[config.mk]
export PLATFORM = sky130hd
export DESIGN_NAME = yin_frame_scheduler
export DESIGN_NICKNAME = d
export VERILOG_FILES = /design/src/rtl/yin_frame_scheduler.sv
export SDC_FILE = /design/constraint.sdc
export NUM_CORES = 1
export LEC_CHECK = 0
export CAP_MARGIN = 20
export CORE_MARGIN = 4
export CORE_UTILIZATION = 61
export CTS_CLUSTER_DIAMETER = 200
export DETAILED_ROUTE_END_ITERATION = 12
export PLACE_DENSITY = 0.82
export SLEW_MARGIN = 20
export SYNTH_ARGS = -nofsm -noshare
export SYNTH_HDL_FRONTEND = slang
export SYNTH_SLANG_ARGS = --single-unit
[constraint.sdc]
create_clock -name clk_in -period 4.2 [get_ports clk_in]
set_input_delay 0.84 -clock clk_in [delete_from_list [all_inputs] [get_ports clk_in]]
set_output_delay 0.84 -clock clk_in [all_outputs]
set_load 0.005 [all_outputs]
[src/rtl/yin_frame_scheduler.sv]
// yin_frame_scheduler
//   Runs the YIN pitch engine on a live sample stream. Incoming samples are
//   buffered in a FIFO and forwarded to the engine only while it is idle. A
//   start is issued once a full window has been forwarded, and after that
//   every HOP samples. If the engine does not answer, it is soft-reset and
//   the window is refilled. Results pass through an unvoiced-hold filter
//   before they appear on pitch_out.
//
// Ports
//   clk_in, rst_in                 clock, asynchronous active-high reset
//   sig_in, sig_in_valid           incoming samples (at most one per cycle)
//   en_in                          1 allows new starts; forwarding always runs
//   eng_sig_out, eng_sig_valid_out sample stream to the engine (registered)
//   eng_start_out                  engine start_computation, 1-cycle pulse
//   eng_rst_out                    engine soft reset, 1-cycle pulse on timeout
//   eng_f_in, eng_f_valid_in       engine result (16.16 pitch) and strobe
//   pitch_out, pitch_valid_out     smoothed pitch and its update pulse
//   busy_out                       engine started or computing
//   overflow_out, timeout_out      sticky error flags, cleared only by reset

module yin_frame_scheduler #(
  parameter int unsigned SIG_WIDTH      = 9,
  parameter int unsigned WIDTH          = 32,
  parameter int unsigned WINDOW_SIZE    = 500,
  parameter int unsigned HOP            = 250,
  parameter int unsigned FIFO_DEPTH     = 64,
  parameter int unsigned TIMEOUT_CYCLES = 200000,
  parameter int unsigned HOLD_FRAMES    = 2
) (
  input  logic                 clk_in,
  input  logic                 rst_in,
  input  logic [SIG_WIDTH-1:0] sig_in,
  input  logic                 sig_in_valid,
  input  logic                 en_in,
  output logic [SIG_WIDTH-1:0] eng_sig_out,
  output logic                 eng_sig_valid_out,
  output logic                 eng_start_out,
  output logic                 eng_rst_out,
  input  logic [WIDTH-1:0]     eng_f_in,
  input  logic                 eng_f_valid_in,
  output logic [WIDTH-1:0]     pitch_out,
  output logic                 pitch_valid_out,
  output logic                 busy_out,
  output logic                 overflow_out,
  output logic                 timeout_out
);

  localparam int unsigned AW      = (FIFO_DEPTH > 1) ? $clog2(FIFO_DEPTH) : 1;
  localparam int unsigned FCW     = AW + 1;
  localparam int unsigned CNT_MAX = (WINDOW_SIZE > HOP) ? WINDOW_SIZE : HOP;
  localparam int unsigned CW      = $clog2(CNT_MAX + 1);
  localparam int unsigned TW      = $clog2(TIMEOUT_CYCLES + 1);
  localparam int unsigned MW      = $clog2(HOLD_FRAMES + 2);

  localparam logic [CW-1:0]  WIN_CNT   = CW'(WINDOW_SIZE);
  localparam logic [CW-1:0]  HOP_CNT   = CW'(HOP);
  localparam logic [TW-1:0]  TMR_LAST  = TW'(TIMEOUT_CYCLES - 1);
  localparam logic [FCW-1:0] FIFO_FULL = FCW'(FIFO_DEPTH);
  localparam logic [MW-1:0]  HOLD_MAX  = MW'(HOLD_FRAMES);

  typedef enum logic [1:0] {
    S_FILL,
    S_RUN,
    S_START,
    S_WAIT
  } state_t;

  state_t state, state_next;

  // ---------------------------------------------------------------------
  // Sample FIFO
  // ---------------------------------------------------------------------
  logic [SIG_WIDTH-1:0] mem [FIFO_DEPTH];
  logic [AW-1:0]        wr_ptr;
  logic [AW-1:0]        rd_ptr;
  logic [FCW-1:0]       fifo_cnt;
  logic                 empty;
  logic                 full;
  logic                 push;
  logic                 pop;

  assign empty = (fifo_cnt == '0);
  assign full  = (fifo_cnt == FIFO_FULL);
  // A pop in the same cycle frees the slot, so a push on full still fits.
  assign push  = sig_in_valid && (!full || pop);

  always_ff @(posedge clk_in) begin
    if (push) begin
      mem[wr_ptr] <= sig_in;
    end
  end

  always_ff @(posedge clk_in or posedge rst_in) begin
    if (rst_in) begin
      wr_ptr       <= '0;
      rd_ptr       <= '0;
      fifo_cnt     <= '0;
      overflow_out <= 1'b0;
    end else begin
      if (push) begin
        wr_ptr <= wr_ptr + 1'b1;
      end
      if (pop) begin
        rd_ptr <= rd_ptr + 1'b1;
      end
      case ({push, pop})
        2'b10:   fifo_cnt <= fifo_cnt + 1'b1;
        2'b01:   fifo_cnt <= fifo_cnt - 1'b1;
        default: fifo_cnt <= fifo_cnt;
      endcase
      if (sig_in_valid && full && !pop) begin
        overflow_out <= 1'b1;
      end
    end
  end

  // ---------------------------------------------------------------------
  // Sequencer
  // ---------------------------------------------------------------------
  logic [CW-1:0] cnt;
  logic [CW-1:0] target;
  logic [TW-1:0] tmr;
  logic          go_start;
  logic          accept;
  logic          expire;

  always_ff @(posedge clk_in or posedge rst_in) begin
    if (rst_in) begin
      state <= S_FILL;
    end else begin
      state <= state_next;
    end
  end

  always_comb begin
    state_next    = state;
    target        = (state == S_FILL) ? WIN_CNT : HOP_CNT;
    go_start      = 1'b0;
    accept        = 1'b0;
    expire        = 1'b0;
    eng_start_out = 1'b0;
    eng_rst_out   = 1'b0;
    busy_out      = 1'b0;
    case (state)
      S_FILL, S_RUN: begin
        if ((cnt == target) && en_in) begin
          go_start   = 1'b1;
          state_next = S_START;
        end
      end
      S_START: begin
        eng_start_out = 1'b1;
        busy_out      = 1'b1;
        state_next    = S_WAIT;
      end
      S_WAIT: begin
        busy_out = 1'b1;
        // A result arriving in the timeout cycle is still taken.
        if (eng_f_valid_in) begin
          accept     = 1'b1;
          state_next = S_RUN;
        end else if (tmr == TMR_LAST) begin
          expire      = 1'b1;
          eng_rst_out = 1'b1;
          state_next  = S_FILL;
        end
      end
      default: state_next = S_FILL;
    endcase
    // The cycle that decides to start sends nothing, which keeps the
    // registered sample strobe away from the start pulse.
    pop = ((state == S_FILL) || (state == S_RUN)) && !empty && !go_start;
  end

  always_ff @(posedge clk_in or posedge rst_in) begin
    if (rst_in) begin
      cnt               <= '0;
      tmr               <= '0;
      eng_sig_out       <= '0;
      eng_sig_valid_out <= 1'b0;
      timeout_out       <= 1'b0;
    end else begin
      eng_sig_valid_out <= pop;
      if (pop) begin
        eng_sig_out <= mem[rd_ptr];
      end
      // With starts disabled the count parks at the target while samples
      // keep flowing, so a start follows as soon as en_in returns.
      if (accept || expire) begin
        cnt <= '0;
      end else if (pop && (cnt != target)) begin
        cnt <= cnt + 1'b1;
      end
      if (state == S_START) begin
        tmr <= '0;
      end else if (state == S_WAIT) begin
        tmr <= tmr + 1'b1;
      end
      if (expire) begin
        timeout_out <= 1'b1;
      end
    end
  end

  // ---------------------------------------------------------------------
  // Unvoiced-hold smoothing
  // ---------------------------------------------------------------------
  logic [MW-1:0] miss_cnt;

  always_ff @(posedge clk_in or posedge rst_in) begin
    if (rst_in) begin
      pitch_out       <= '0;
      pitch_valid_out <= 1'b0;
      miss_cnt        <= '0;
    end else begin
      pitch_valid_out <= accept;
      if (accept) begin
        if (eng_f_in != '0) begin
          pitch_out <= eng_f_in;
          miss_cnt  <= '0;
        end else if (miss_cnt < HOLD_MAX) begin
          miss_cnt <= miss_cnt + 1'b1;
        end else begin
          pitch_out <= '0;
        end
      end
    end
  end

endmodule
==> summary.md <==
| Metric | Value |
|---|---|
| Final hold vios | 0 |
| Unrepaired setup endpoints after global routing | no |
| Clk_lat worst skew | 640 ps |
| Pins Over Slew Limit | 0 |
| Io pins | 94 |
| Start of the worst register-to-register path | rd_ptr[0] |
| Lkg Pwr | 10.5 nW |
| Congestion Overflow GR | 0 |
| Async set-reset flop share out of synthesis | 0.142 |
| Root Buffer | clkbuf_16 |
| Hold Crit Start | pitch_out[16] |
| Post-synthesis cell area | 26900 sq um |
| Final setup viols | 0 |
| CTS tree | done |
| Reg clk slew, reported paths | 60 ps |
| Synth Net Count | 1557 |
| Net Sw Power | 6.17 mW |
| GP Congestion | 0.871 |
| Flop2flop setup slack | 800 ps |
| Yosys top cell area share | 0.644 |
| Crit end category | output pin |
| Period minus WS final | 3770 ps |
| Area leader, netlist | edfxtp_1 |
| Share of layout cells above drive strength 1 | 0.189 |
| Worst path slowest cell | clkdlybuf4s50_1 |
| GRT Util Overall | 0.268 |
| Vias post-DR | 15100 |
| Initial antenna violation count | 0 |
| Hold depth | 1 |
| First-pass GRT wire length | 95000 um |
| Count leader, synth | edfxtp_1 |
| CP startpoint kind | flop |
| EDFF count, synth | 576 |
| Logic pwr share | 0.291 |
| Final period util | 0.897 |
| Drt pass-1 iters | 6 |
| Final WL | 62800 um |
| Initial Util | 0.620 |
| Die Height | 218 um |
| Setup TNS | 0 ps |
| Number of global-route vias before repair | 15200 |
| CP peak stage delay | 550 ps |
| RR Endpoint | eng_sig_out[2] |
| Finished Core Util | 0.707 |
| Clk buf depth | 3 |
| Post-layout net count | 1714 |
| Die Wd | 218 um |
| Sink Count | 671 |
| Post-CTS Hold Buffers | 0 |
| Synth warnings | 0 |
| Post CTS Setup Buffer Count | 0 |
| Power per cell area | 643 nW/um^2 |
| Distinct cells, synth | 68 |
| Clock Power Share | 0.279 |
| Most instantiated cells after synthesis | 576 x edfxtp_1, 111 x nor2_1, 95 x dfrtp_1 |
| Actual transition at the worst max-transition pin | 997 ps |
| GR Layer Usage met2 | 0.416 |
| Routing usage on met1 | 0.374 |
| Post-route DRC | 0 |
| Worst Hold End | pitch_out[16] |
| Ranking of synthesized cells by area | edfxtp_1 64%, dfrtp_1 8.8%, mux4_2 6.0% |
| Crit path required time | 3360 ps |
| CP Cell Sequence | ha_1 -> nand3_1 -> or2_2 -> nor4_1 -> nor2b_1 -> clkdlybuf4s50_1 |
| Largest net degree at the start of global routing | 79 |
| Post-synthesis sequential area ratio | 0.732 |
| Die ar. | 47500 sq um |
| Sequential share of power | 0.430 |
| Detail Route Antenna Nets | 0 |
| CTS buffer count | 61 |
| Hold Path Class | reg2reg |
| WL per Instance | 27.4 um |
| Synth Flop Type | edfxtp_1 |
| Cell-internal power | 13.5 mW |
| GR peak layer | met2 |
| Drt via density | 6.57 |
| Core area | 43400 sq um |
| Num rows | 76 |
| Register-to-Register Path Depth | 6 |
| Critical Path Fanout Max | 4 |
| Arrival @ worst endpoint | 2930 ps |
| Port Buffers | 93 |
| Max frequency | 265 MHz |
| Syn Area/Cell | 17.8 sq um |
| H-tree depth | 2 |
| Max IR drop VDD | 0.000421 V |
| Max-cap violations | 0 |
| Rel. slew slack | 0.335 |
| Met3 usage | 0.0620 |
| Clk_skew | 26.9 ps |
| Iteration-0 DRC count of the detailed router | 2088 |
| Sw frac | 0.313 |
| Antenna cells | 0 |
| Register bit total from synthesis | 671 |
| Status | finished clean |
| Crit path kind | reg2out |
| Cts repair resizes | 0 |
| Layout area overhead | 14.0% |
| Hpwl dp | 39300 um |
| Cells after Synth | 1506 |
## metrics by stage
| stage | hold slack, ps | total power, mW | setup slack (ps) | cells | instance area (sq um) |
|---|---|---|---|---|---|
| global route | 513 | 20.4 | 307 | 2297 | 30600 |
| floorplan | 451 | 12.2 | 883 | 1506 | 26900 |
| CTS | 501 | 19.7 | 417 | 2297 | 30600 |
| global placement | 451 | 14.1 | 745 | 2185 | 28700 |
| finish | 496 | 19.7 | 433 | 2297 | 30600 |
| detailed placement | 484 | 14.2 | 572 | 2185 | 28700 |
## cell families after synthesis
family,count (synthesis),share of synthesized area
DFF,671,0.732
and+or+nand+nor,264,0.0481
AOI/OAI and AO/OA,214,0.0567
muxes,213,0.126
buffers and inverters,104,0.0232
xor gates and xnor gates,35,0.0114
adders and majority gates,5,0.00233
## power by group through the flow
stage | logic (mW) | clock network, mW | registers (mW)
final | 5.74 | 5.50 | 8.47
after global routing | 6.04 | 5.88 | 8.53
after global placement | 5.52 | 0 | 8.54
after floorplan | 3.99 | 0 | 8.20
after detailed placement | 5.66 | 0 | 8.58
after CTS | 5.70 | 5.56 | 8.45
## state kept, by name (all words and copies together) (netlist names)
signal,count
tmr,18
wr_ptr,6
eng_sig_valid_out,1
pitch_out,32
cnt,9
overflow_out,1
state,2
timeout_out,1
rd_ptr,6
eng_sig_out,9
fifo_cnt,7
miss_cnt,2
pitch_valid_out,1
mem,576
## layer usage
metal,up-vias,part of all wire
met4,0,0.045
li1,6357,-
met3,164,0.11
met1,7616,0.37
met2,950,0.47
met5,-,0
## worst max-delay path: cells and delay by family, from the launching register on
kind	cells	cell delay [ps]
flip-flops	1	420
AND/OR/NAND/NOR	4	1140
adder cells (fa/ha/maj)	1	220
buffers and inverters	1	550
## worst max path at each step
stage	start	end	depth (start not counted)
floorplan	rst_in	cnt[0]	1
global placement	en_in	mem[5][1]	5
detailed placement	en_in	mem[5][0]	5
CTS	tmr[0]	eng_rst_out	6
global route	tmr[0]	eng_rst_out	6
finish	tmr[0]	eng_rst_out	6
## layout by cell type, fill, tap and decap left out, drive strengths merged, types with 39 or more instances in the layout
cell type,netlist,layout
nand2,46,46
dfrtp,95,95
clkdlybuf4s50,0,84
a21oi,39,39
mux2i,93,93
clkbuf,46,73
edfxtp,576,576
a22o,41,41
mux4,92,92
buf,50,106
nor2,111,111
## cell type report
cell class	instances	area, sq um
repair buffers	190	1630
inverters	8	32.5
flip-flops and latches	671	19700
clock buffers	73	1600
multi-input cells	731	6600
fillers	2605	12700
clock inverters	39	372
well taps	585	732
No activity file was read; power rests on OpenSTA's default activity.
